`src/rtl/character_btn_conditioner_pkg.sv`:
```
// Shared constants and debounce state encoding for the character button input stage.
package character_btn_conditioner_pkg;

  localparam int unsigned DebounceCyclesSim   = 4;
  localparam int unsigned DebounceCyclesBoard = 250000;
  localparam int unsigned HoldWidthDefault    = 8;
  localparam int unsigned HoldMaxDefault      = 255;

  typedef enum logic [1:0] {
    StStableLo = 2'd0,
    StPendHi   = 2'd1,
    StStableHi = 2'd2,
    StPendLo   = 2'd3
  } db_state_e;

endpackage

```
`src/rtl/character_btn_conditioner_btn_debounce.sv`:
```
// Two-flop synchroniser followed by a four-state debounce FSM; clean_o changes only after
// DEBOUNCE_CYCLES consecutive synchronised samples at the new level.
module character_btn_conditioner_btn_debounce
  import character_btn_conditioner_pkg::*;
#(
  parameter int unsigned DEBOUNCE_CYCLES = DebounceCyclesSim,
  parameter int unsigned DB_CNT_WIDTH    = $clog2(DEBOUNCE_CYCLES + 1)
) (
  input  logic clk_i,
  input  logic rst_ni,
  input  logic raw_i,
  output logic clean_o
);

  localparam logic [DB_CNT_WIDTH-1:0] CntLast = DB_CNT_WIDTH'(DEBOUNCE_CYCLES - 1);
  localparam logic [DB_CNT_WIDTH-1:0] CntOne  = DB_CNT_WIDTH'(1);

  logic                    sync1_q, sync1_d, sync2_q, sync2_d;
  db_state_e               state_q, state_d;
  logic [DB_CNT_WIDTH-1:0] cnt_q, cnt_d;

  always_ff @(posedge clk_i or negedge rst_ni) begin
    if (!rst_ni) begin
      sync1_q <= 1'b0;
      sync2_q <= 1'b0;
      state_q <= StStableLo;
      cnt_q   <= '0;
    end else begin
      sync1_q <= sync1_d;
      sync2_q <= sync2_d;
      state_q <= state_d;
      cnt_q   <= cnt_d;
    end
  end

  always_comb begin
    sync1_d = raw_i;
    sync2_d = sync1_q;
    state_d = state_q;
    cnt_d   = cnt_q;
    unique case (state_q)
      StStableLo: begin
        if (sync2_q) begin
          state_d = StPendHi;
          cnt_d   = CntOne;
        end
      end
      StPendHi: begin
        if (!sync2_q) begin
          state_d = StStableLo;
          cnt_d   = '0;
        end else if (cnt_q >= CntLast) begin
          state_d = StStableHi;
          cnt_d   = '0;
        end else begin
          cnt_d = cnt_q + CntOne;
        end
      end
      StStableHi: begin
        if (!sync2_q) begin
          state_d = StPendLo;
          cnt_d   = CntOne;
        end
      end
      StPendLo: begin
        if (sync2_q) begin
          state_d = StStableHi;
          cnt_d   = '0;
        end else if (cnt_q >= CntLast) begin
          state_d = StStableLo;
          cnt_d   = '0;
        end else begin
          cnt_d = cnt_q + CntOne;
        end
      end
    endcase
  end

  // A pending fall still reports high until the new level is confirmed.
  always_comb begin
    clean_o = (state_q == StStableHi) || (state_q == StPendLo);
  end

endmodule

```
`src/rtl/character_btn_conditioner.sv`:
```
// Button conditioning for the character block: debounced levels, left/right conflict
// resolution with movement gating, edge pulses and a saturating jump-hold counter.
module character_btn_conditioner
  import character_btn_conditioner_pkg::*;
#(
  parameter int unsigned DEBOUNCE_CYCLES = DebounceCyclesSim,
  parameter int unsigned DB_CNT_WIDTH    = $clog2(DEBOUNCE_CYCLES + 1),
  parameter int unsigned HOLD_WIDTH      = HoldWidthDefault,
  parameter int unsigned HOLD_MAX        = HoldMaxDefault
) (
  input  logic                  character_clk,
  input  logic                  sys_rst_n,
  input  logic                  raw_left,
  input  logic                  raw_right,
  input  logic                  raw_jump,
  input  logic                  move_enable,
  output logic                  left_btn,
  output logic                  right_btn,
  output logic                  jump_btn,
  output logic                  left_press,
  output logic                  right_press,
  output logic                  jump_press,
  output logic                  jump_release,
  output logic [HOLD_WIDTH-1:0] jump_hold_cnt,
  output logic [HOLD_WIDTH-1:0] jump_hold_last
);

  localparam logic [HOLD_WIDTH-1:0] HoldMaxVal = HOLD_WIDTH'(HOLD_MAX);
  localparam logic [HOLD_WIDTH-1:0] HoldOne    = HOLD_WIDTH'(1);

  logic clean_l, clean_r, clean_j;

  logic left_btn_q, left_btn_d, right_btn_q, right_btn_d, jump_btn_q, jump_btn_d;
  logic left_prev_q, left_prev_d, right_prev_q, right_prev_d, jump_prev_q, jump_prev_d;
  logic [HOLD_WIDTH-1:0] hold_cnt_q, hold_cnt_d, hold_last_q, hold_last_d;

  character_btn_conditioner_btn_debounce #(
    .DEBOUNCE_CYCLES(DEBOUNCE_CYCLES),
    .DB_CNT_WIDTH   (DB_CNT_WIDTH)
  ) u_db_left (
    .clk_i  (character_clk),
    .rst_ni (sys_rst_n),
    .raw_i  (raw_left),
    .clean_o(clean_l)
  );

  character_btn_conditioner_btn_debounce #(
    .DEBOUNCE_CYCLES(DEBOUNCE_CYCLES),
    .DB_CNT_WIDTH   (DB_CNT_WIDTH)
  ) u_db_right (
    .clk_i  (character_clk),
    .rst_ni (sys_rst_n),
    .raw_i  (raw_right),
    .clean_o(clean_r)
  );

  character_btn_conditioner_btn_debounce #(
    .DEBOUNCE_CYCLES(DEBOUNCE_CYCLES),
    .DB_CNT_WIDTH   (DB_CNT_WIDTH)
  ) u_db_jump (
    .clk_i  (character_clk),
    .rst_ni (sys_rst_n),
    .raw_i  (raw_jump),
    .clean_o(clean_j)
  );

  always_ff @(posedge character_clk or negedge sys_rst_n) begin
    if (!sys_rst_n) begin
      left_btn_q   <= 1'b0;
      right_btn_q  <= 1'b0;
      jump_btn_q   <= 1'b0;
      left_prev_q  <= 1'b0;
      right_prev_q <= 1'b0;
      jump_prev_q  <= 1'b0;
      hold_cnt_q   <= '0;
      hold_last_q  <= '0;
    end else begin
      left_btn_q   <= left_btn_d;
      right_btn_q  <= right_btn_d;
      jump_btn_q   <= jump_btn_d;
      left_prev_q  <= left_prev_d;
      right_prev_q <= right_prev_d;
      jump_prev_q  <= jump_prev_d;
      hold_cnt_q   <= hold_cnt_d;
      hold_last_q  <= hold_last_d;
    end
  end

  always_comb begin
    // Both directions held cancel out; releasing one re-asserts the other.
    left_btn_d   = clean_l & ~clean_r & move_enable;
    right_btn_d  = clean_r & ~clean_l & move_enable;
    jump_btn_d   = clean_j;
    left_prev_d  = left_btn_q;
    right_prev_d = right_btn_q;
    jump_prev_d  = jump_btn_q;
    hold_cnt_d   = hold_cnt_q;
    hold_last_d  = hold_last_q;
    // Counting from clean_j makes the counter read 1 on the same edge jump_btn rises.
    if (jump_btn_d == 1'b0 && jump_release) begin
      hold_last_d = hold_cnt_q;
      hold_cnt_d  = '0;
    end else if (clean_j && (hold_cnt_q < HoldMaxVal)) begin
      hold_cnt_d = hold_cnt_q + HoldOne;
    end
  end

  always_comb begin
    left_btn       = left_btn_q;
    right_btn      = right_btn_q;
    jump_btn       = jump_btn_q;
    left_press     = left_btn_q & ~left_prev_q;
    right_press    = right_btn_q & ~right_prev_q;
    jump_press     = jump_btn_q & ~jump_prev_q;
    jump_release   = ~jump_btn_q & jump_prev_q;
    jump_hold_cnt  = hold_cnt_q;
    jump_hold_last = hold_last_q;
  end

endmodule

```
`config.mk`:
```
export PLATFORM = sky130hd
export DESIGN_NAME = character_btn_conditioner
export DESIGN_NICKNAME = d
export VERILOG_FILES = /design/src/rtl/character_btn_conditioner_pkg.sv /design/src/rtl/character_btn_conditioner_btn_debounce.sv /design/src/rtl/character_btn_conditioner.sv
export SDC_FILE = /design/constraint.sdc
export NUM_CORES = 1
export LEC_CHECK = 0
export ABC_AREA = 1
export BUFFER_PORTS_ARGS = -buffer_cell sky130_fd_sc_hd__buf_2
export CELL_PAD_IN_SITES_DETAIL_PLACEMENT = 0
export CELL_PAD_IN_SITES_GLOBAL_PLACEMENT = 1
export CORE_MARGIN = 4
export CORE_UTILIZATION = 45
export DETAILED_ROUTE_END_ITERATION = 10
export PLACE_DENSITY_LB_ADDON = 0.08
export REMOVE_ABC_BUFFERS = 1
export SLEW_MARGIN = 5
export SYNTH_ARGS = -nofsm -noshare
export SYNTH_HDL_FRONTEND = slang
export SYNTH_SLANG_ARGS = --single-unit
```
`constraint.sdc`:
```
create_clock -name character_clk -period 2.3 [get_ports character_clk]
set_clock_uncertainty 0.1 [all_clocks]
set_input_delay 0.46 -clock character_clk [delete_from_list [all_inputs] [get_ports character_clk]]
set_output_delay 0.46 -clock character_clk [all_outputs]
set_load 0.01 [all_outputs]
```
# Word-level counts from Yosys, hierarchy flattened
# Cells that the tools add are included.
[classes]
shifts = 0
n_eq_ne = 21
n_bitwise = 15
n_mul = 0
n_reduce_logical = 15
order_cmp = 4
addsub = 4
n_mux = 41
div_mod_pow = 0
[ops]
columns = ["cell", "n"]
rows = [
  ["3-bit 2-to-1 mux", 15],
  ["2-bit 2-to-1 mux", 18],
  ["3-bit case mux with 4 select lines", 3],
  ["2-bit case mux with 4 select lines", 3],
  ["8-bit 2-to-1 mux", 2],
  ["2-bit equality test, second input constant", 6],
  ["4-bit AND reduction", 3],
  ["3-bit by 1-bit adder with 3-bit output, second input constant", 3],
  ["3-bit by 2-bit greater-or-equal comparator with 1-bit output, second input constant", 3],
  ["3-bit by 1-bit != test with 1-bit output, second input constant", 3],
  ["3-bit != test, second input constant", 3],
  ["8-bit by 1-bit adder with 8-bit output, second input constant", 1],
  ["1-bit bitwise AND", 8],
  ["8-bit < comparator, second input constant", 1],
  ["1-bit inverter", 7],
  ["2-bit by 1-bit equality test with 1-bit output, second input constant", 3],
  ["2-bit zero test", 3],
  ["2-bit by 1-bit != test with 1-bit output, second input constant", 3],
  ["2-bit != test, second input constant", 3],
  ["2-bit AND reduction", 3],
  ["1-bit logical OR", 3],
  ["1-bit logical AND", 2],
  ["2-bit nonzero test", 1],
]
[word_totals]
latchBits = 0
output_inout_bits = 23
word_cells = 120
regBits = 43
mem_bits_ro = 0
memories = 0
inputBits = 6
mem_bits_rw = 0

# Depth between registers and ports, before layout
[depth]
word_depth = 5
mapped_depth = 9

# Hierarchy
# From an unflattened synthesis, not the netlist that was laid out.
[unflattened]
hier_cells = 227
hier_area_um2 = 1954.4
[modules_own_cells]
columns = ["mod", "seq_area_each_um2", "area_each_um2", "n_inst", "cells_each"]
rows = [
  ["character_btn_conditioner_btn_debounce", 175.2, 326.6, 3, 38],
  ["character_btn_conditioner", 550.5, 974.7, 1, 113],
]

# Least setup slack after synthesis
# Ideal clock, no wire load.
[synth_timing]
kind = "register to register"
start = "reg u_db_jump.cnt_q[0]"
end = "reg with a tool-made name"
arrival_ns = 1.263
path_slack_ns = 0.820
setup_ns = 0.117
period_less_slack_ns = 1.480
stages_incl_launch_ff = 7
t_required_ns = 2.083
n_path_buf = 0
cell_sequence = "dfrtp_1 -> ha_1 -> ha_1 -> nor3_1 -> nand3_1 -> nand3_1 -> nand2_1"
[synth_rtl]
columns = ["element", "line", "source"]
rows = [
  ["start, declared", "character_btn_conditioner_btn_debounce.sv:20", "logic [DB_CNT_WIDTH-1:0] cnt_q, cnt_d;"],
  ["start signal, assigned", "character_btn_conditioner_btn_debounce.sv:32", "cnt_q <= cnt_d;"],
]

==> reports/summary.txt <==
Clk pin slew, worst setup/hold paths = 80 ps
Synth Instances = 214
Port Buffer Count = 28
Synthesis-to-layout area growth = 15.36%
CP Launch Type = flip-flop
DR iter-0 viols = 48
Leakage = 1.205 nW
Tcrit/Tclk final = 0.7155
Worst skew pair latency = 290 ps
Synth warn = 0
GRT Util Overall = 0.1446
# IOs = 29
Largest net degree at the start of global routing = 44
Worst-margin pin slew = 428.5 ps
Postcts setup bufs = 0
Vias in the first global route = 1398
# diodes = 0
Setup crit end kind = flip-flop
Asr flop ratio synth = 1.000
Most frequent cells after synthesis = nand2_1 (61), dfrtp_1 (43), inv_1 (30), nor2_1 (16), nand3_1 (14)
DRC = 0
Crit Path Max Fanout = 5
Cell area after synthesis = 1914 um^2
Initial core utilization = 0.4718
Die Wd = 73.23 um
Power Dens Cells = 1134 nW/um^2
Syn avg cell area = 8.945 um^2
HPWL after DPL = 2.529 mm
Max cap viols = 0
Final setup violation count = 0
Slew Limit Headroom = 0.7137
EDFF count, synth = 0
Final Hold Vio Count = 0
Gpl congestion = 0.7946
First-pass GRT wire length = 5.982 mm
Setup Total Neg Slack = 0 ps
Top-area cell type share of the netlist area = 0.5621
Biggest area consumer among synthesized cells = dfrtp_1
Pre-antenna DRT Iters = 4
Layout cell share with drive strength beyond 1 = 0.1815
Clock Power Share = 0.184
CTS root buffer = clkbuf_8
Antenna Nets Post-Route = 0
WP data arrival = 1730 ps
Dpl cells = 290
Total CTS buffers = 5
Post-CTS sizing = 0
Net Switching = 0.0009899 W
DR WL/cell = 11.41 um
Nets@finish = 260
Pint = 0.001515 W
Via-to-Cell Ratio = 4.792
Distinct cells, synth = 23
Row count = 23
Initial antenna violation count = 0
Post-Route WL = 3.399 mm
H-tree levels = 2
Die height = 73.23 um
Combinational fraction of design power = 0.358
Cts hold-fix bufs = 0
TritonCTS Sinks = 43
Worst hold-check path type = in -> async
Highest Clock Rate = 607.7 MHz
Seq pwr share = 0.458
Top-count cell post-synth = nand2_1
Total number of vias = 1428
Core area = 4058 um^2
Status = finished clean
Crit path required time = 2390 ps
Area contributors post-synth = dfrtp_1 (56%), nand2_1 (12%), inv_1 (5.9%), ha_1 (4.6%), nand3_1 (3.7%)
Synthesized flop and latch total = 43
Tmin final = 1646 ps
Pins Over Slew Limit = 0
Layout Cells excl Fill = 298
CTS tree = built
VDD IR-drop max = 540.5 uV
Clock Tree Buf Depth = 2
Register area share after synthesis = 0.5621
Post-synth top flop = dfrtp_1
Setup CP Type = reg -> reg
Die area = 5362 um^2
RSZ-0062 raised after global routing = no
Switching Fraction = 0.3952
Gr ovfl total = 0
==> sequential cells by signal (all words and copies together) (netlist names), 3 cells and up, named ones only <==
register / count
u_db_jump.cnt_q: 3
jump_hold_last: 8
u_db_left.cnt_q: 3
jump_hold_cnt: 8
u_db_right.cnt_q: 3
==> cell families (layout without fill, tap and decap cells) <==
| logic type | Yosys count | in the layout | synth area share |
|---|---|---|---|
| AOI/OAI and AO/OA | 20 | 20 | 0.05882 |
| adders and majority gates | 7 | 7 | 0.04575 |
| buffers and inverters | 35 | 69 | 0.07255 |
| and+or+nand+nor | 102 | 102 | 0.2288 |
| xor gates and xnor gates | 7 | 7 | 0.03203 |
| DFF | 43 | 43 | 0.5621 |
==> power by group through the flow <==
stage               registers, W  clock network, W  logic (W)
floorplan                0.00116                 0   0.000607
global placement         0.00115                 0   0.000883
detailed placement       0.00116                 0   0.000912
CTS                      0.00115          0.000480   0.000917
global route             0.00118          0.000511    0.00104
finish                   0.00115          0.000461   0.000897
==> worst paths after layout <==
| path | from | endpoint | slack, ps | cells after the start |
|---|---|---|---|---|
| setup / recovery | u_db_jump.cnt_q[0] | flip-flop | 650 | 6 |
| hold reg to reg | u_db_left.sync1_q | u_db_left.sync2_q | 260 | 0 |
| setup reg to reg | u_db_jump.cnt_q[0] | flip-flop | 650 | 6 |
| min in group character_clk | raw_jump | u_db_jump.sync1_q | 170 | 1 |
| hold / removal | sys_rst_n | left_prev_q | 30 | 2 |
| max in group asynchronous | sys_rst_n | jump_hold_cnt[2] | 1860 | 2 |
==> per-stage QoR <==
step	utilization	hold slack (ps)	cell area [um^2]	setup WS (ps)	power [W]
2_1_floorplan	-	64.41	1893	701.8	0.001767
3_3_place_gp	0.5233	234.0	2123	758.0	0.002033
3_5_place_dp	0.5233	242.6	2123	655.4	0.002076
4_1_cts	0.5442	36.18	2208	643.8	0.002545
5_1_grt	0.5442	36.11	2208	445.1	0.002736
6_report	0.5442	27.40	2208	654.4	0.002505
==> routing by layer <==
layer  up-vias  share of wire  wire, um  GRT usage
li1        734              -         -          -
met1       665           0.45      1523     0.1740
met2        27           0.50      1706     0.2413
met3         2          0.043       147    0.04821
met4         0         0.0065        22    0.04918
met5         -              0         0          0
==> cell usage in the layout (no fill, tap or decap), types with 2 or more instances in the layout <==
cell       n
buf_2     28
clkbuf_8   5
clkinv_2   2
dfrtp_1   43
ha_1       7
inv_1     30
nand2_1   61
nand2_2    4
nand3_1   14
nand4_1    3
nor2_1    16
nor2_4     2
o21ai_0   11
o21ai_1    3
o22ai_1    3
xnor2_1    3
xor2_1     4
==> critical path: stages (launching register included) <==
cell and delay (ps):
dfrtp_1 410, ha_1 220, ha_1 200, nor3_1 240, nand3_1 210, nand3_1 120, nand2_1 50
==> area by class of cell <==
type	instances	area (um^2)
fillers	388	1849
flip-flops and latches	43	1076
multi-input cells	136	699.4
repair buffers	30	167.7
inverters	31	117.6
clock buffers	6	72.57
well taps	50	62.56
clock inverters	2	12.51
(Power assumes the default switching activity.)
